$ cat src/rtl/ece_bit_packer_pkg.sv
// Shared widths, addresses, FSM encoding and parity helper for the ECE bit packer.
// Optional feature macro: ECE_PACK_PARITY_EN (even-parity bit after every byte).
package ece_pkg;

    localparam int AW     = 15;
    localparam int BYTE_W = 8;

    localparam logic [AW-1:0] LEN_ADDR = 15'd32767;
    localparam logic [AW-1:0] MAX_BITS = 15'd32767;

    // Index of the final stream bit produced from one byte.
`ifdef ECE_PACK_PARITY_EN
    localparam logic [3:0] LAST_IDX = 4'd8;
`else
    localparam logic [3:0] LAST_IDX = 4'd7;
`endif

    typedef enum logic [1:0] {
        IDLE  = 2'd0,
        SHIFT = 2'd1,
        LEN   = 2'd2,
        DONE  = 2'd3
    } state_t;

    function automatic logic even_parity(input logic [BYTE_W-1:0] data);
        return ^data;
    endfunction

endpackage

$ cat src/rtl/ece_bit_packer_if.sv
// Byte-input handshake and stream-memory write port of the ECE bit packer.
interface ece_bit_packer_if;
    import ece_pkg::*;

    logic              in_valid;
    logic [BYTE_W-1:0] in_data;
    logic              in_last;
    logic              in_ready;
    logic [AW-1:0]     WAddr;
    logic [AW-1:0]     WData;
    logic              Wen;
    logic              Overflow;
    logic              Finish;

    modport master (
        output in_valid, in_data, in_last,
        input  in_ready, WAddr, WData, Wen, Overflow, Finish
    );

    modport slave (
        input  in_valid, in_data, in_last,
        output in_ready, WAddr, WData, Wen, Overflow, Finish
    );

endinterface

$ cat src/rtl/ece_bit_packer_byte_serializer.sv
// Holds the accepted byte and walks its bits LSB first (plus parity when ECE_PACK_PARITY_EN).
module ece_byte_serializer
    import ece_pkg::*;
(
    input  logic              clk,
    input  logic              rst,
    input  logic              load,
    input  logic              advance,
    input  logic [BYTE_W-1:0] data,
    input  logic              last,
    output logic              last_q,
    output logic              idx_last,
    output logic              idx_pre_last,
    output logic              next_bit
);

    logic [BYTE_W-1:0] shreg_r;
    logic [3:0]        idx_r;
    logic              last_r;

    // Byte register and index; idx_r names the bit most recently handed to the memory port.
    always_ff @(posedge clk or posedge rst) begin
        if (rst) begin
            shreg_r <= 8'd0;
            idx_r   <= 4'd0;
            last_r  <= 1'b0;
        end else if (load) begin
            shreg_r <= data;
            idx_r   <= 4'd0;
            last_r  <= last;
        end else if (advance) begin
            idx_r   <= idx_r + 4'd1;
        end else begin
            idx_r   <= idx_r;
        end
    end

    assign last_q       = last_r;
    assign idx_last     = (idx_r == LAST_IDX);
    assign idx_pre_last = (idx_r == (LAST_IDX - 4'd1));

    // Bit that follows idx_r: the next data bit, or parity once all data bits are out.
    always_comb begin
        next_bit = shreg_r[idx_r[2:0] + 3'd1];
`ifdef ECE_PACK_PARITY_EN
        if (idx_r == 4'd7) begin
            next_bit = even_parity(shreg_r);
        end else begin
            next_bit = shreg_r[idx_r[2:0] + 3'd1];
        end
`endif
    end

endmodule

$ cat src/rtl/ece_bit_packer.sv
// Serializes a byte frame into one-bit-per-word stream memory, then writes the bit count.
// Optional feature macro: ECE_PACK_PARITY_EN (handled in ece_pkg and ece_byte_serializer).
module ece_bit_packer
    import ece_pkg::*;
(
    input logic              clk,
    input logic              rst,
    ece_bit_packer_if.slave  bus
);

    state_t        state_r;
    logic [AW-1:0] count_r;
    logic [AW-1:0] waddr_r;
    logic [AW-1:0] wdata_r;
    logic          wen_r;
    logic          ready_r;
    logic          overflow_r;
    logic          finish_r;

    logic hs_s;
    logic take_bit_s;
    logic advance_s;
    logic bit_s;
    logic last_q_s;
    logic idx_last_s;
    logic idx_pre_last_s;
    logic next_bit_s;

    assign hs_s = bus.in_valid & ready_r;

    ece_byte_serializer u_ser (
        .clk          (clk),
        .rst          (rst),
        .load         (hs_s),
        .advance      (advance_s),
        .data         (bus.in_data),
        .last         (bus.in_last),
        .last_q       (last_q_s),
        .idx_last     (idx_last_s),
        .idx_pre_last (idx_pre_last_s),
        .next_bit     (next_bit_s)
    );

    // An accepted byte writes its bit 0 on the handshake edge, giving one-cycle latency.
    always_comb begin
        take_bit_s = 1'b0;
        advance_s  = 1'b0;
        case (state_r)
            IDLE:    take_bit_s = hs_s;
            SHIFT: begin
                take_bit_s = hs_s | ~idx_last_s;
                advance_s  = ~idx_last_s;
            end
            default: begin
                take_bit_s = 1'b0;
                advance_s  = 1'b0;
            end
        endcase
        if (hs_s) begin
            bit_s = bus.in_data[0];
        end else begin
            bit_s = next_bit_s;
        end
    end

    // Control FSM with registered memory port, bit count, sticky flags and ready.
    always_ff @(posedge clk or posedge rst) begin
        if (rst) begin
            state_r    <= IDLE;
            count_r    <= 15'd0;
            waddr_r    <= 15'd0;
            wdata_r    <= 15'd0;
            wen_r      <= 1'b0;
            ready_r    <= 1'b0;
            overflow_r <= 1'b0;
            finish_r   <= 1'b0;
        end else begin
            if (take_bit_s && (count_r != MAX_BITS)) begin
                wen_r   <= 1'b1;
                waddr_r <= count_r;
                wdata_r <= {14'd0, bit_s};
                count_r <= count_r + 15'd1;
            end else if ((state_r == SHIFT) && idx_last_s && last_q_s) begin
                wen_r   <= 1'b1;
                waddr_r <= LEN_ADDR;
                wdata_r <= count_r;
            end else begin
                wen_r   <= 1'b0;
            end

            // Saturated count: the bit is dropped and the loss is remembered.
            if (take_bit_s && (count_r == MAX_BITS)) begin
                overflow_r <= 1'b1;
            end else begin
                overflow_r <= overflow_r;
            end

            case (state_r)
                IDLE: begin
                    ready_r <= ~hs_s;
                    if (hs_s) begin
                        state_r <= SHIFT;
                    end else begin
                        state_r <= IDLE;
                    end
                end
                SHIFT: begin
                    if (!idx_last_s) begin
                        ready_r <= idx_pre_last_s & ~last_q_s;
                    end else if (last_q_s) begin
                        ready_r <= 1'b0;
                        state_r <= LEN;
                    end else begin
                        ready_r <= ~hs_s;
                    end
                end
                LEN: begin
                    ready_r  <= 1'b0;
                    finish_r <= 1'b1;
                    state_r  <= DONE;
                end
                DONE: begin
                    ready_r  <= 1'b0;
                    finish_r <= 1'b1;
                end
                default: begin
                    ready_r <= 1'b0;
                    state_r <= IDLE;
                end
            endcase
        end
    end

    assign bus.in_ready = ready_r;
    assign bus.WAddr    = waddr_r;
    assign bus.WData    = wdata_r;
    assign bus.Wen      = wen_r;
    assign bus.Overflow = overflow_r;
    assign bus.Finish   = finish_r;

endmodule
$ cat src/flat_wrapper.sv
// flat-port wrapper written by rule: the top's interface ports become plain ports
module ece_bit_packer_flat import ece_pkg::*;
  (clk, rst, bus_in_valid, bus_in_data, bus_in_last, bus_in_ready, bus_WAddr, bus_WData, bus_Wen, bus_Overflow, bus_Finish);
  ece_bit_packer_if bus_i ();
  input logic clk;
  input logic rst;
  input wire logic [$bits(bus_i.in_valid)-1:0] bus_in_valid;
  input wire logic [$bits(bus_i.in_data)-1:0] bus_in_data;
  input wire logic [$bits(bus_i.in_last)-1:0] bus_in_last;
  output wire logic [$bits(bus_i.in_ready)-1:0] bus_in_ready;
  output wire logic [$bits(bus_i.WAddr)-1:0] bus_WAddr;
  output wire logic [$bits(bus_i.WData)-1:0] bus_WData;
  output wire logic [$bits(bus_i.Wen)-1:0] bus_Wen;
  output wire logic [$bits(bus_i.Overflow)-1:0] bus_Overflow;
  output wire logic [$bits(bus_i.Finish)-1:0] bus_Finish;
  assign bus_i.in_valid = bus_in_valid;
  assign bus_i.in_data = bus_in_data;
  assign bus_i.in_last = bus_in_last;
  assign bus_in_ready = bus_i.in_ready;
  assign bus_WAddr = bus_i.WAddr;
  assign bus_WData = bus_i.WData;
  assign bus_Wen = bus_i.Wen;
  assign bus_Overflow = bus_i.Overflow;
  assign bus_Finish = bus_i.Finish;
  ece_bit_packer u_core (.clk(clk), .rst(rst), .bus(bus_i));
endmodule
$ cat config.mk
export PLATFORM = sky130hd
export DESIGN_NAME = ece_bit_packer_flat
export DESIGN_NICKNAME = d
export VERILOG_FILES = /design/src/rtl/ece_bit_packer_pkg.sv /design/src/rtl/ece_bit_packer_if.sv /design/src/rtl/ece_bit_packer_byte_serializer.sv /design/src/rtl/ece_bit_packer.sv /design/src/flat_wrapper.sv
export SDC_FILE = /design/constraint.sdc
export NUM_CORES = 1
export LEC_CHECK = 0
export CAP_MARGIN = 30
export CORE_ASPECT_RATIO = 1.4
export CORE_MARGIN = 4
export CORE_UTILIZATION = 42
export DETAILED_ROUTE_END_ITERATION = 10
export MAX_ROUTING_LAYER = met4
export PLACE_DENSITY = 0.69
export SYNTH_ARGS = -nofsm -noshare
export SYNTH_HDL_FRONTEND = slang
export SYNTH_SLANG_ARGS = --single-unit
$ cat constraint.sdc
create_clock -name clk -period 1.76 [get_ports clk]
set_input_delay 0.264 -clock clk [delete_from_list [all_inputs] [get_ports clk]]
set_output_delay 0.264 -clock clk [all_outputs]
set_load 0.01 [all_outputs]
=== Yosys cells after proc, flatten, opt, wreduce, memory -nomap -nowiden ===
Index checks and enable logic that the tools add are counted.

* Register bits: 64
* Bits in latches: 0
* Bits in writable memories: 0
* Memory bits (read-only): 0
* Bits of input ports: 12
* Output and inout port bits: 34
* Memories: 0

* Add/sub/neg operators: 3
* Multiply operators: 0
* Divide/modulo/power cells: 0
* $lt $le $gt $ge: 1
* Equal/unequal tests: 9
* Shift-type cells: 0
* Muxes and demuxes: 20
* Bitwise logic cells: 6
* Reduce and logical (&&, ||, !) cells: 10

{| class="wikitable"
|+ Operators with widths
! operator !! number
|-
| two-way mux 15 bit || 4
|-
| adder 15 x 1 -> 15 bit (second input constant) || 1
|-
| == test 15 bit (second input constant) || 1
|-
| != test 15 bit (second input constant) || 1
|-
| == test 4 x 3 -> 1 bit (second input constant) || 2
|-
| two-way mux 1 bit || 8
|-
| two-way mux 4 bit || 2
|-
| case mux 2 bit (3 select lines) || 1
|-
| adder 4 x 1 -> 4 bit (second input constant) || 1
|-
| == test 2 bit (second input constant) || 2
|-
| logical AND 1 bit || 4
|-
| less-than comparator 3 x 4 -> 1 bit (second input constant) || 1
|-
| two-way mux 2 bit || 2
|-
| nonzero test 2 bit || 2
|-
| adder 3 x 1 -> 3 bit (second input constant) || 1
|-
| binary-select mux 1 bit (select 3 bit) || 1
|-
| inverter 1 bit || 3
|-
| case mux 1 bit (3 select lines) || 1
|-
| AND reduction 3 bit || 1
|-
| nonzero test 3 bit || 1
|-
| bitwise AND 1 bit || 2
|-
| == test 2 x 1 -> 1 bit (second input constant) || 1
|-
| zero test 2 bit || 1
|-
| != test 2 x 1 -> 1 bit (second input constant) || 1
|-
| other kinds (4) || 4
|}

=== Logic depth before layout (Yosys ltp) ===
Gate-level depths: netlist (run 1).

* Word-level depth: 6
* Gate-level depth with buffers: 8
* Gate-level depth less buffers: 7

=== Modules after synthesis ===
From an unflattened synthesis (run 1), not the netlist that was laid out.

* Cells, all modules: 272
* Area total of the unflattened synthesis: 3019.1 um^2

{| class="wikitable"
|+ By module, submodules not included
! module !! times used !! cells an instance !! area each (um^2) !! sequential area each (um^2)
|-
| ece_bit_packer || 1 || 228 || 2399.8 || 1276.2
|-
| ece_byte_serializer || 1 || 44 || 619.3 || 325.3
|}

=== Worst setup path after synthesis (run 1) ===
OpenSTA, ideal clock, no wires.

* Kind: reg2reg
* Start: register u_core.u_ser.idx_r[0]
* End: register u_core.count_r[8]
* Library setup time: 0.124 ns
* Arrival time: 1.670 ns
* Data required time: 1.636 ns
* Path slack: -0.034 ns
* Stages on the path, launching flop included: 9
* Period minus slack after synthesis: 1.794 ns
* Cells stage by stage: dfrtp_1 -> ha_1 -> clkbuf_2 -> nand3b_1 -> a2bb2oi_2 -> a41oi_2 -> buf_6 -> nand3_1 -> xnor2_1

* Longest elaborated chain between the ends: 5

{| class="wikitable"
|+ RTL lines
! element !! line !! source
|-
| start, declared || ece_bit_packer_byte_serializer.sv:18 || <nowiki>logic [3:0] idx_r;</nowiki>
|-
| start signal, assigned || ece_bit_packer_byte_serializer.sv:32 || <nowiki>idx_r <= idx_r + 4'd1;</nowiki>
|-
| start signal, assigned || ece_bit_packer_byte_serializer.sv:34 || <nowiki>idx_r <= idx_r;</nowiki>
|-
| == test 4 x 3 -> 1 bit || ece_bit_packer_byte_serializer.sv:39 || <nowiki>assign idx_last = (idx_r == LAST_IDX);</nowiki>
|-
| inverter 1 bit || ece_bit_packer.sv:51 || <nowiki>take_bit_s = hs_s | ~idx_last_s;</nowiki>
|-
| bitwise OR 1 bit || ece_bit_packer.sv:51 ||
|-
| case mux 1 bit (2 select lines) || ece_bit_packer.sv:48 || <nowiki>case (state_r)</nowiki>
|-
| logical AND 1 bit || ece_bit_packer.sv:78 || <nowiki>if (take_bit_s && (count_r != MAX_BITS)) begin</nowiki>
|-
| end signal, assigned || ece_bit_packer.sv:82 || <nowiki>count_r <= count_r + 15'd1;</nowiki>
|-
| end, declared || ece_bit_packer.sv:12 || <nowiki>logic [AW-1:0] count_r;</nowiki>
|}

Every way passes these cells.
A chain may end at the register's enable or synchronous reset.

=== Worst setup path in the final report (run 1) ===
* Start: register u_core.state_r[0]
* End: register u_core.count_r[14]

* Longest elaborated chain between the ends: 3

{| class="wikitable"
|+ RTL lines
! element !! line !! source
|-
| start, declared || ece_bit_packer.sv:11 || <nowiki>state_t state_r;</nowiki>
|-
| start signal, assigned || ece_bit_packer.sv:69 || <nowiki>state_r <= IDLE;</nowiki>
|-
| start signal, assigned || ece_bit_packer.sv:102 || <nowiki>state_r <= SHIFT;</nowiki>
|-
| start signal, assigned || ece_bit_packer.sv:104 || <nowiki>state_r <= IDLE;</nowiki>
|-
| == test 2 x 1 -> 1 bit / zero test 2 bit (equally long branches) || ece_bit_packer.sv:48 ||
|-
| case mux 1 bit (2 select lines) * || ece_bit_packer.sv:48 ||
|-
| logical AND 1 bit * || ece_bit_packer.sv:78 ||
|}

Mark *: on every way between the ends. The rest lies on a longest branch, timed or not.

==> results of run 1 <==
-- power breakdown --
| part | leakage, µW | internal, µW | total (µW) | switching, µW |
|---|---|---|---|---|
| clock network | 0.0000882 | 575 | 1120 | 547 |
| logic | 0.000904 | 1200 | 2280 | 1080 |
| registers | 0.000836 | 1830 | 2060 | 233 |
| total | 0.00183 | 3600 | 5460 | 1860 |
-- cells in the final DEF (no fill, tap or decap), types with 2 or more instances in the layout --
master and instances:
a21oi_1 7, a21oi_2 12, buf_12 4, buf_4 31, buf_6 4, clkbuf_8 11, clkdlybuf4s50_1 45, clkinv_2 2
clkinvlp_4 2, dfrtp_1 63, ha_1 3, ha_2 3, inv_2 2, mux4_2 2, nand2_1 89, nand3_1 6
nand3_2 2, nand4_1 4, nor2_1 14, nor3_2 2, o21ai_0 12, o21ai_1 4, o22a_1 4, or3_1 2
xnor2_1 11, xor2_1 5
-- sequential cells by signal (all words and copies together) (netlist names), 2 cells and up --
name,count
u_core.state_r,2
u_core.bus.WData,15
u_core.u_ser.idx_r,4
u_core.count_r,15
u_core.bus.WAddr,15
u_core.u_ser.shreg_r,8
-- Yosys cell counts, drive strengths merged, types with 2 or more instances --
cell | instances | share of area, %
or3 | 2 | 0.44
xor2 | 5 | 1.5
clkbuf | 8 | 1.1
nor3 | 3 | 1.1
dfrtp | 64 | 56
a21oi | 19 | 4.6
xnor2 | 11 | 3.4
buf | 4 | 1.2
o21ai | 16 | 2.8
o22a | 4 | 1.2
nand2 | 90 | 12
nand3 | 9 | 1.9
inv | 4 | 0.52
nor2 | 15 | 2.0
ha | 7 | 3.1
nand4 | 4 | 0.87
and3 | 2 | 0.44
mux4 | 2 | 1.6
-- kinds of logic after synthesis --
kind of cell / after synthesis / share of synthesized area (%)
muxes: 3 / 1.92
adders and majority gates: 7 / 3.06
and+or+nand+nor: 133 / 20.6
xor gates and xnor gates: 16 / 4.90
AOI/OAI and AO/OA: 44 / 10.6
DFF: 64 / 56.0
buffers and inverters: 16 / 2.89
-- metal layers --
layer	wire (µm)	part of all wire, %	vias up
met5	0	0	-
met4	129	2.1	0
met3	195	3.2	13
met2	3310	54	41
met1	2520	41	1067
li1	-	-	1114
-- area by class of cell --
class,count,area share (%)
tap,92,2.87
timing repair buffer,86,20.9
sequential,64,39.9
clock inverter,3,0.436
inverter,4,0.468
multi-input combinational,203,31.5
clock buffer,12,3.87
-- per-stage QoR --
| stage | worst slack [ns] | util, % | std cells | cell area, µm² | setup TNS [ns] |
|---|---|---|---|---|---|
| after CTS | 0.00505 | 58.8 | 459 | 3890 | 0 |
| after detailed placement | -0.0636 | 56.2 | 444 | 3710 | -0.134 |
| after global routing | -0.0172 | 60.7 | 464 | 4010 | -0.0589 |
| final | 0.0453 | 60.7 | 464 | 4010 | 0 |
| after floorplan | 0.0135 | - | 283 | 2910 | 0 |
| after global placement | -0.0342 | 56.2 | 444 | 3710 | -0.0666 |
-- worst reg2reg max path: cells and delay by family, from the launching register on --
| family | cells | cell delay [ns] |
|---|---|---|
| flip-flops | 1 | 0.41 |
| buffers and inverters | 2 | 0.19 |
| AND/OR/NAND/NOR | 3 | 0.61 |
| adder cells (fa/ha/maj) | 1 | 0.18 |
| AO/OA/AOI/OAI | 1 | 0.21 |
-- what timing repair did --
| action | in CTS | in global routing |
|---|---|---|
| resized for setup | 1 | 24 |
| endpoints found under the hold margin | 0 | 0 |
| setup endpoints to repair | 1 | 38 |
| gates cloned | 0 | 2 |
| buffers inserted | 0 | 3 |
| pin swaps | 0 | 8 |
-- path summary, 6_finish.rpt --
| check | startpoint | to | slack, ns | depth (start not counted) |
|---|---|---|---|---|
| worst max-delay path | u_core.state_r[0] | u_core.count_r[14] | 0.05 | 7 |
| worst min-delay path | rst | u_core.bus.Finish | 0.27 | 2 |
| worst max register to register | u_core.state_r[0] | u_core.count_r[14] | 0.05 | 7 |
| worst min register to register | u_core.bus.Finish | u_core.bus.Finish | 0.47 | 1 |
| max in group asynchronous | rst | u_core.bus.WData[13] | 1.04 | 3 |
| min in group clk | bus_in_data[3] | u_core.u_ser.shreg_r[3] | 0.44 | 3 |
==> metrics.md, run 1 <==
| Metric | Value |
|---|---|
| Filler cell count | `553` |
| Cells after Synth | `283` |
| Power, Total | `~5500 µW` |
| Avg Cell Area, Syn | `between 10 and 15 µm²` |
| Number of flops mapped to enable cells by yosys | `0` |
| Ant diodes | `0` |
| Most Crowded Layer GR | `met2` |
| Status | `finished clean` |
| Worst hold slack | `around 0.27 ns` |
| Slew headroom | `approximately 72%` |
| Critical path class | `reg2reg` |
| Total global routing overflow | `0` |
| Fin crit share | `a little over nine tenths` |
| IO Pins | `between 40 and 50` |
| Peak VDD IR | `approximately 0.87 mV` |
| Clk slew on worst S/H paths | `around 0.060 ns` |
| Yosys reg bits | `64` |
| Met2 usage | `between 20% and 30%` |
| Initial antenna violation count | `0` |
| Async SR Flop Fraction | `100%` |
| Gr usage total | `16.3%` |
| Number of H-tree levels | `3` |
| MaxCap Viol Count | `0` |
| Cell Pwr Density | `between 1000 and 1500 nW/µm²` |
| Num CTS Buffers | `9` |
| Mapped cell area | `between 2000 and 3000 µm²` |
| Crit path capture type | `register` |
| RePlAce Congestion | `slightly below 0.8` |
| Crit-path max cell delay | `0.41 ns` |
| Worst Path Max Fanout | `5` |
| Layout area overhead | `40.3%` |
| Clock Tree Buf Depth | `2` |
| CTS tree | `yes` |
| Yosys cell types | `39` |
| FMAX | `583 MHz` |
| CP required | `1.99 ns` |
| RSZ-0062 raised after global routing | `true` |
| Routed WL per cell | `about 13 µm` |
| Crit-path slowest cell | `dfrtp_2` |
| Via-to-Cell Ratio | `4.82` |
| Post-DP HPWL | `between 4000 and 5000 µm` |
| Rows | `35` |
| Met3 Use GR | `around 3.4%` |
| Met1 usage | `17.3%` |
| IO buf count | `45` |
| Final Critical Period | `1.71 ns` |
| Die ar. | `between 8000 and 9000 µm²` |
| Register area share after synthesis | `between 50% and 60%` |
| Residual DRC | `0` |
| Hold crit path type | `in2async` |
| Ys flop type | `dfrtp_1` |
| Cts-stage hold buffer count | `0` |
| Layout cells sized above 1 | `about 24%` |
| Vias | `2235` |
| Synth Warn # | `0` |
| Number of DRC markers in iteration 0 | `120` |
| Cell Chain, Critical Path | `inv_2 > ha_2 > nor2_2 > a2bb2oi_4 > buf_6 > and4b_1 > or2_2` |
| Starting Density | `43.3%` |
| CTS Sinks | `64` |
| Crit path DAT | `between 1.5 and 2 ns` |
| Largest net degree at the start of global routing | `29` |
| Clk_lat worst skew | `0.35 ns` |
| Core area | `around 6600 µm²` |
| Clk_skew | `~0.008 ns` |
| Vias in the first global route | `about 2200` |
| Multi-input gate area | `approximately 1300 µm²` |
| Die Y | `106 µm` |
| Crit start category | `register` |
| Seq. cell area | `about 1600 µm²` |
| First-pass GRT wire length | `a little over 10000 µm` |
| Mapped Nets | `slightly above 300` |
| Family with the most delay on the worst path | `simple AND/OR/NAND/NOR gates` |
| Final antenna-violating net count | `0` |
| Final setup violation count | `0` |
| First drt pass iteration count | `4` |
| Final #Nets | `approximately 390` |
| Pleak | `between 0.0015 and 0.002 µW` |
| Final-report hold violation count | `0` |
| Crit path buffers/inverters | `2` |
| Worst Max-Slew Pin Slew | `between 0.4 and 0.5 ns` |
| Final WL | `about 6200 µm` |
| Die X | `a little under 80 µm` |
| Fin. max-slew vios | `0` |
| Root Driver | `clkbuf_8` |
No activity file was read; power rests on OpenSTA's default activity.
==> inputs of run 2 (changes only) <==
--- a/config.mk
+++ b/config.mk
@@ -12,6 +12,7 @@
 export DETAILED_ROUTE_END_ITERATION = 10
 export MAX_ROUTING_LAYER = met4
 export PLACE_DENSITY = 0.69
+export SETUP_SLACK_MARGIN = 0.4
 export SYNTH_ARGS = -nofsm -noshare
 export SYNTH_HDL_FRONTEND = slang
 export SYNTH_SLANG_ARGS = --single-unit
==> metrics.md, run 2 (synthesis gave the netlist of run 1 again) <==
| Metric | Value |
|---|---|
| Crit path DAT | `2.02 ns (+0.08 ns)` |
| Initial antenna violation count | `0 (unchanged)` |
| Clk_lat worst skew | `0.35 ns (about the same)` |
| Post-DP Area | `3730 µm² (+0.51%)` |
| Clk slew on worst S/H paths | `0.07 ns (about the same)` |
| Crit start category | `register` |
| Most frequent cells in the layout | `70 x nand2_1, 63 x dfrtp_1, 34 x dlygate4sd2_1` |
| Status | `finished clean` |
| IO buf count | `45 (unchanged)` |
| First drt pass iteration count | `4 (unchanged)` |
| CTS Sinks | `64 (unchanged)` |
| Fin crit share | `99.2% (+1.8 points)` |
| Final antenna-violating net count | `0 (unchanged)` |
| Largest net degree at the start of global routing | `65 (+120%)` |
| MaxCap Viol Count | `0 (unchanged)` |
| Worst Path Max Fanout | `13 (+8)` |
| Number of H-tree levels | `3 (unchanged)` |
| Final Critical Period | `1.75 ns (+0.0317 ns)` |
| Gr usage total | `18.2% (+1.9 points)` |
| Core area | `6610 µm² (unchanged)` |
| Residual DRC | `0 (unchanged)` |
| First-pass GRT wire length | `11400 µm (+12%)` |
| Final WL | `7320 µm (+19%)` |
| Peak VDD IR | `0.834 mV (-4.4%)` |
| Crit path capture type | `register` |
| Final #Nets | `403 (+4.1%)` |
| FMAX | `573 MHz (-1.8%)` |
| Power, Total | `6500 µW (+19%)` |
| Fin worst setup slack | `0.0136 ns (-0.0317 ns)` |
| Critical path class | `reg2reg` |
| Clock Tree Buf Depth | `2 (unchanged)` |
| CTS tree | `yes` |
| Die ar. | `8210 µm² (unchanged)` |
| Final setup violation count | `0 (unchanged)` |
| CP required | `2.03 ns (+0.04 ns)` |
| Fin. max-slew vios | `0 (unchanged)` |
| Clk_skew | `0.00862 ns (+0.000591 ns)` |
| Hold crit path type | `in2async` |
| Worst Max-Slew Pin Slew | `0.341 ns (-0.0728 ns)` |
| Die X | `77.7 µm (unchanged)` |
| Vias in the first global route | `2389 (+9.1%)` |
| RSZ-0062 raised after global routing | `true` |
| Pleak | `0.00221 µW (+21%)` |
| Reg2reg setup slack | `0.01 ns (-0.03 ns)` |
| Vias | `2402 (+7.5%)` |
| Routed WL per cell | `15.2 µm (+15%)` |
| Die Y | `106 µm (unchanged)` |
| Cell Pwr Density | `1440 nW/µm² (+5.8%)` |
| Commonest non-fill, non-tap cell in the layout | `nand2_1` |
| Num CTS Buffers | `9 (unchanged)` |
| Filler cell count | `493 (-11%)` |
| Post-DP HPWL | `4380 µm (-3.7%)` |
| Slew headroom | `77.2% (+4.9 points)` |
| Root Driver | `clkbuf_8` |
| Starting Density | `43.3% (unchanged)` |
| Final design area excluding fillers | `4510 µm² (+12%)` |
| Layout area overhead | `57.8%` |
| Ant diodes | `0 (unchanged)` |
| Total global routing overflow | `0 (unchanged)` |
| Number of DRC markers in iteration 0 | `165 (+38%)` |
| Rows | `35 (unchanged)` |
| Via-to-Cell Ratio | `4.99 (+3.7%)` |
| Setup slack at placement | `-0.0576 ns (+0.00599 ns)` |
| RePlAce Congestion | `0.810 (+1.7%)` |
| IO Pins | `46 (unchanged)` |
| Final-report hold violation count | `0 (unchanged)` |
| Layout cells sized above 1 | `39.8% (+15 points)` |
| Cts-stage hold buffer count | `0 (unchanged)` |
| Total Neg Setup Slack | `0 ns (unchanged)` |
## run 2: metrics by stage
| stage | util, % | hold WS, ns | instances |
|---|---|---|---|
| 6_report | 68.3 | 0.352 | 481 |
| 5_1_grt | 68.3 | 0.372 | 481 |
| 4_1_cts | 64.2 | 0.363 | 473 |
| 3_5_place_dp | 56.5 | 0.456 | 444 |
| 3_3_place_gp | 56.5 | 0.453 | 444 |
| 2_1_floorplan | - | 0.369 | 283 |
## run 2: cell type report
cell class | instances | area (µm²) | share of cell area (%)
clock buffer | 11 | 151 | 3.35
clock inverter | 5 | 55.1 | 1.22
inverter | 4 | 18.8 | 0.416
multi-input combinational | 203 | 1560 | 34.6
sequential | 64 | 1600 | 35.5
tap | 92 | 115 | 2.55
timing repair buffer | 102 | 1010 | 22.4
## run 2: report_power, final
part | total [µW] | internal [µW] | switching (µW) | leakage (µW)
combinational | 3100 | 1610 | 1490 | 0.00128
clock | 1320 | 726 | 596 | 0.000101
sequential | 2080 | 1830 | 254 | 0.000836
total | 6500 | 4160 | 2340 | 0.00221
## run 2: worst max-delay path, cell delays in order, from the launching register on
cell and delay (ns):
dfrtp_1 0.40, inv_2 0.12, ha_4 0.17, buf_6 0.12, and3b_2 0.25, and3_4 0.25
buf_12 0.15, nand2_2 0.05, a31oi_1 0.16
## run 2: worst paths after layout
check,from,to,cells after the start
max in group asynchronous,rst,u_core.state_r[0],3
hold / removal,rst,u_core.bus.WData[13],3
setup / recovery,u_core.state_r[1],u_core.bus.WData[0],8
hold reg to reg,u_core.bus.Overflow,u_core.bus.Overflow,1
setup reg to reg,u_core.state_r[1],u_core.bus.WData[0],8
min in group clk,bus_in_last,u_core.u_ser.last_q,3
## run 2: metal layers
layer  vias to the layer above  routed length [µm]  GRT usage (%)
li1                       1150                   -              -
met1                      1174                2820           20.0
met2                        65                4070           31.1
met3                        13                 269           4.10
met4                         0                 157           8.27
met5                         -                   0              -
## run 2: timing repair
item                       in CTS  in global routing
cloned                          1                  2
setup endpoints to repair      85                 55
pin swaps                      35                 29
resized for setup              96                 45
buffers inserted               12                  6
==> RTL edit 1, RTL diff (flow settings as in run 1) <==
Reset style: synchronous (`rst`), changed in 2 clocked blocks.
--- a/src/rtl/ece_bit_packer_byte_serializer.sv
+++ b/src/rtl/ece_bit_packer_byte_serializer.sv
@@ -19,7 +19,7 @@
     logic              last_r;
 
     // Byte register and index; idx_r names the bit most recently handed to the memory port.
-    always_ff @(posedge clk or posedge rst) begin
+    always_ff @(posedge clk) begin
         if (rst) begin
             shreg_r <= 8'd0;
             idx_r   <= 4'd0;
--- a/src/rtl/ece_bit_packer.sv
+++ b/src/rtl/ece_bit_packer.sv
@@ -64,7 +64,7 @@
     end
 
     // Control FSM with registered memory port, bit count, sticky flags and ready.
-    always_ff @(posedge clk or posedge rst) begin
+    always_ff @(posedge clk) begin
         if (rst) begin
             state_r    <= IDLE;
             count_r    <= 15'd0;
Formal check against the unedited RTL: differs if rst is asserted again (counterexample within 4 cycles, from zero or initial values and one cycle with rst high); with rst held inactive, the same outputs for 10 cycles.
==> RTL edit 1 against run 1 <==
Routed wire length is 8.3% higher. Global-route usage is 2.9 points higher. Setup slack better by 0.012 ns. Worst hold slack better by 0.18 ns. First-iteration DRC count is 8.3% lower. Sequential share of layout area is 7.4 points lower. Non-clock buffer count is 11 higher. Sequential cell count stayed put. Synthesized area is 5.6% lower. Core utilization is 3.7 points higher. Cell area is 0.34% lower. Power is 9.0% higher. Clock skew is 0.00099 ns lower. Maximum frequency is 0.69% higher. Critical path type unchanged. Largest cell class is now multi-input combinational cells.
==> RTL edit 1: results (changes against run 1) <==
* FFs w/ async S/R, synth at 0% (was 100.0%)
* Placed insts at 467 (was 444)
* Worst hold slack at 0.4511 ns (was 0.2681 ns)
* Synth area leaders: dfxtp_1, nand2_1, a21oi_1 (was dfrtp_1, nand2_1, xnor2_1)
* Top cells by count, synth: dfxtp_1, nand2_1, nor2_1 (was nand2_1, dfrtp_1, o21ai_0)
* R2R cell count at 9 (was 7)
* Met3 usage at 4.683% (was 3.419%)
* Sequential fraction of the synthesis area at 47.47% (was 55.99%)
* Worst Tran Pin Value at 0.3734 ns (was 0.4142 ns)
* Net count after synthesis at 344 (was 302)
* Iteration-0 DRC count of the detailed router at 110 (was 120)
* Pre-CTS worst setup slack at -0.1846 ns (was -0.06359 ns)
* Status: complete, no violations (unchanged)
* GR Util All Layers at 19.16% (was 16.28%)
* Placed inst area at 3585 µm² (was 3715 µm²)
* Die footprint at 7791 µm² (was 8213 µm²)
* Layout cells sized above 1 at 27.16% (was 24.46%)
* GP Congestion at 0.8739 (was 0.7959)
* P_int at 0.004047 W (was 0.003599 W)
* Synthesized area per cell at 8.304 µm² (was 10.11 µm²)
* Post-synth cell types at 37 (was 39)
* DP Wirelength at 4840 µm (was 4547 µm)
* Slowest CP cell: nor4_1 (was dfrtp_2)
* Final nets at 431 (was 387)
* Critical Path Start: u_core.state_r[0] (unchanged)
* Tcrit/Tclk final at 96.76% (was 97.43%)
* Hold WC Path Type: flip-flop to flip-flop (was input pin to asynchronous set/reset pin)
* Grt met1 use at 23.87% (was 17.29%)
* Fillers at 536 (was 553)
* Pin count of the biggest net entering global routing at 31 (was 29)
* Worst-path fanout max at 8 (was 5)
* Vias in the first global route at 2391 (was 2189)
* Routed WL per cell at 13.67 µm (was 13.27 µm)
* Maximum vdd drop at 1.235 mV (was 0.8728 mV)
* Grt met2 use at 29.62% (was 27.63%)
* CTS Buf Count at 9 (unchanged)
* Setup crit end: u_core.count_r[10] (was u_core.count_r[14])
* Latest clock arrival within the worst-skew pair at 0.33 ns (was 0.35 ns)
* First-pass GRT wire length at 11030 µm (was 10150 µm)
## RTL edit 1: power by group through the flow
stage	combinational (W)	clock, W	sequential [W]
6_report	0.00262	0.00139	0.00195
3_5_place_dp	0.00229	0	0.00195
3_3_place_gp	0.00226	0	0.00194
5_1_grt	0.00288	0.00149	0.00199
2_1_floorplan	0.00118	0	0.00205
4_1_cts	0.00238	0.00142	0.00192
## RTL edit 1: worst min-delay path, cell delays in order, from the launching register on
cell,delay [ns]
dfxtp_1,0.31
nand2_1,0.05
a21oi_1,0.05
## RTL edit 1: layer usage
metal  wire length (µm)  part of all wire (%)
met5                  0                     0
met4                 87                   1.3
met3                249                   3.7
met2               3355                    50
met1               2975                    45
## RTL edit 1: cell type report
| class | instances | area [µm²] | share of cell area (%) |
|---|---|---|---|
| clock inverters | 3 | 65.06 | 1.627 |
| multi-input cells | 237 | 1465 | 36.63 |
| flip-flops and latches | 64 | 1303 | 32.56 |
| repair buffers | 97 | 910.9 | 22.77 |
| well taps | 72 | 90.09 | 2.252 |
| inverters | 3 | 11.26 | 0.2815 |
| clock buffers | 12 | 155.1 | 3.879 |
## RTL edit 1: logic make-up (layout without fill, tap and decap cells)
logic type,Yosys count,in the layout,share of synthesized area (%)
AND/OR/NAND/NOR,172,172,30.18
multiplexers,5,5,2.828
buffers and inverters,24,115,4.219
XOR/XNOR,12,12,3.894
flip-flops,64,64,47.47
adder cells (fa/ha/maj),7,7,3.245
AO/OA/AOI/OAI,41,41,8.159
## RTL edit 1: timing repair
action                                  in CTS  in global routing
resized for setup                            3                 32
pin swaps                                    3                 11
hold endpoints to repair                     0                  0
endpoints found under the setup margin      17                 42
setup buffers                                2                  4
==> RTL edit 2, RTL diff (flow settings as in run 1) <==
Without the edit above. The option `ECE_PACK_PARITY_EN` is turned on by a define.
--- a/src/rtl/ece_bit_packer_pkg.sv
+++ b/src/rtl/ece_bit_packer_pkg.sv
@@ -1,5 +1,7 @@
 // Shared widths, addresses, FSM encoding and parity helper for the ECE bit packer.
 // Optional feature macro: ECE_PACK_PARITY_EN (even-parity bit after every byte).
+`define ECE_PACK_PARITY_EN
+
 package ece_pkg;
 
     localparam int AW     = 15;
Check against the original RTL: not equivalent (a bounded check fails within 10 cycles, from zero or initial values and one cycle with rst high).
==> RTL edit 2 against run 1 <==
The flow now finishes with violations (setup timing). Die area rose by 2.7%. Sequential cell count did not move. Routed wire length grew 16%. Count of clock-buffer cells in the layout up 1. First-iteration DRC count shrank 6.7%. Setup slack got worse by 0.082 ns. Power rose by 18%. Synthesized area grew 2.9%. Non-clock buffer count grew 4. Cell area up 7.5%. Largest cell class unchanged.
==> RTL edit 2: results (changes against run 1) <==
* GP Congestion at 0.8175 (was 0.7959)
* Worst setup margin at -0.03695 ns (was 0.04530 ns)
* Top cells by count, synth: nand2_1, dfrtp_1, nor2_1 (was nand2_1, dfrtp_1, o21ai_0)
* Vias per cell at 5.099 (was 4.817)
* Iteration-0 DRC count of the detailed router at 112 (was 120)
* Status: complete, but fails checks (was complete, no violations)
* Mapped Cells at 300 (was 283)
* Metal3 WL at 279 µm (was 195 µm)
* Net count after synthesis at 319 (was 302)
* Pin count of the biggest net entering global routing at 28 (was 29)
* First-pass GRT wire length at 10710 µm (was 10150 µm)
* DR vias at 2463 (was 2235)
* Sequential fraction of the synthesis area at 54.40% (was 55.99%)
* DP Wirelength at 4689 µm (was 4547 µm)
* Layout cells sized above 1 at 26.09% (was 24.46%)
* Reg2reg end: u_core.count_r[12] (was u_core.count_r[14])
* Worst Tran Pin Value at 0.4517 ns (was 0.4142 ns)
* Failing checks: setup timing
* Synth area leaders: dfrtp_1, nand2_1, xnor2_1 (unchanged)
* Maximum vdd drop at 0.9190 mV (was 0.8728 mV)
* Setup violations, final at 3 (was 0)
* Metal2 WL at 4014 µm (was 3314 µm)
* Routed WL per cell at 14.74 µm (was 13.27 µm)
* GR Util All Layers at 16.89% (was 16.28%)
* Vias in the first global route at 2340 (was 2189)
-- RTL edit 2: cell type report --
class / count / area [µm²]
fillers: 560 / 2387
flip-flops and latches: 64 / 1602
multi-input cells: 215 / 1414
repair buffers: 90 / 957.2
clock buffers: 13 / 158.9
well taps: 92 / 115.1
clock inverters: 3 / 40.04
inverters: 6 / 26.28
-- RTL edit 2: worst max-delay path by stage --
stage                               start                  end  cells after the start
floorplan           u_core.u_ser.idx_r[0]  u_core.bus.WData[0]                      7
global placement             bus_in_valid    u_core.count_r[1]                      6
detailed placement           bus_in_valid    u_core.count_r[1]                      6
CTS                 u_core.u_ser.idx_r[0]  u_core.bus.WData[0]                      7
global route        u_core.u_ser.idx_r[0]  u_core.bus.WData[0]                      7
finish              u_core.u_ser.idx_r[0]   u_core.count_r[12]                      8
-- RTL edit 2: critical path, cell delays in order (launching register included) --
cell	delay, ns
dfrtp_1	0.37
inv_2	0.07
ha_4	0.16
nand3b_1	0.19
a2bb2oi_4	0.10
a41oi_4	0.31
clkbuf_16	0.22
nand4_1	0.12
xnor2_1	0.16
-- RTL edit 2: stage by stage --
stage                     setup slack (ns)   TNS [ns]
after floorplan                  -0.007942  -0.007942
after global placement            -0.04361   -0.04361
after detailed placement          -0.06045    -0.1194
after CTS                         -0.03962   -0.03962
after global routing               -0.1398     -1.323
final                             -0.03695   -0.09265
-- RTL edit 2: cells by family (layout without fill, tap and decap cells) --
| kind of cell | after synthesis | after routing | share of synthesized area (%) |
|---|---|---|---|
| multiplexers | 6 | 6 | 2.932 |
| XOR/XNOR | 22 | 22 | 6.545 |
| buffers and inverters | 21 | 112 | 3.570 |
| adder cells (fa/ha/maj) | 7 | 7 | 2.975 |
| flip-flops | 64 | 64 | 54.40 |
| AND/OR/NAND/NOR | 138 | 138 | 20.99 |
| AO/OA/AOI/OAI | 42 | 42 | 8.586 |
-- RTL edit 2: power by group --
part | internal (W) | switching (W)
sequential | 0.00181 | 0.000270
combinational | 0.00169 | 0.00137
clock | 0.000728 | 0.000551
-- RTL edit 2: what timing repair did --
item / in CTS / in global routing
setup buffers: 0 / 5
pin swaps: 1 / 10
gates resized for setup: 0 / 49
setup endpoints to repair: 2 / 22
gates cloned: 0 / 6
-- RTL edit 2: metal layers --
layer  track usage, %  up-vias
met5                -        -
met4            7.375        0
met3            3.613       15
met2            29.95       61
met1            17.94     1217
li1                 -     1170
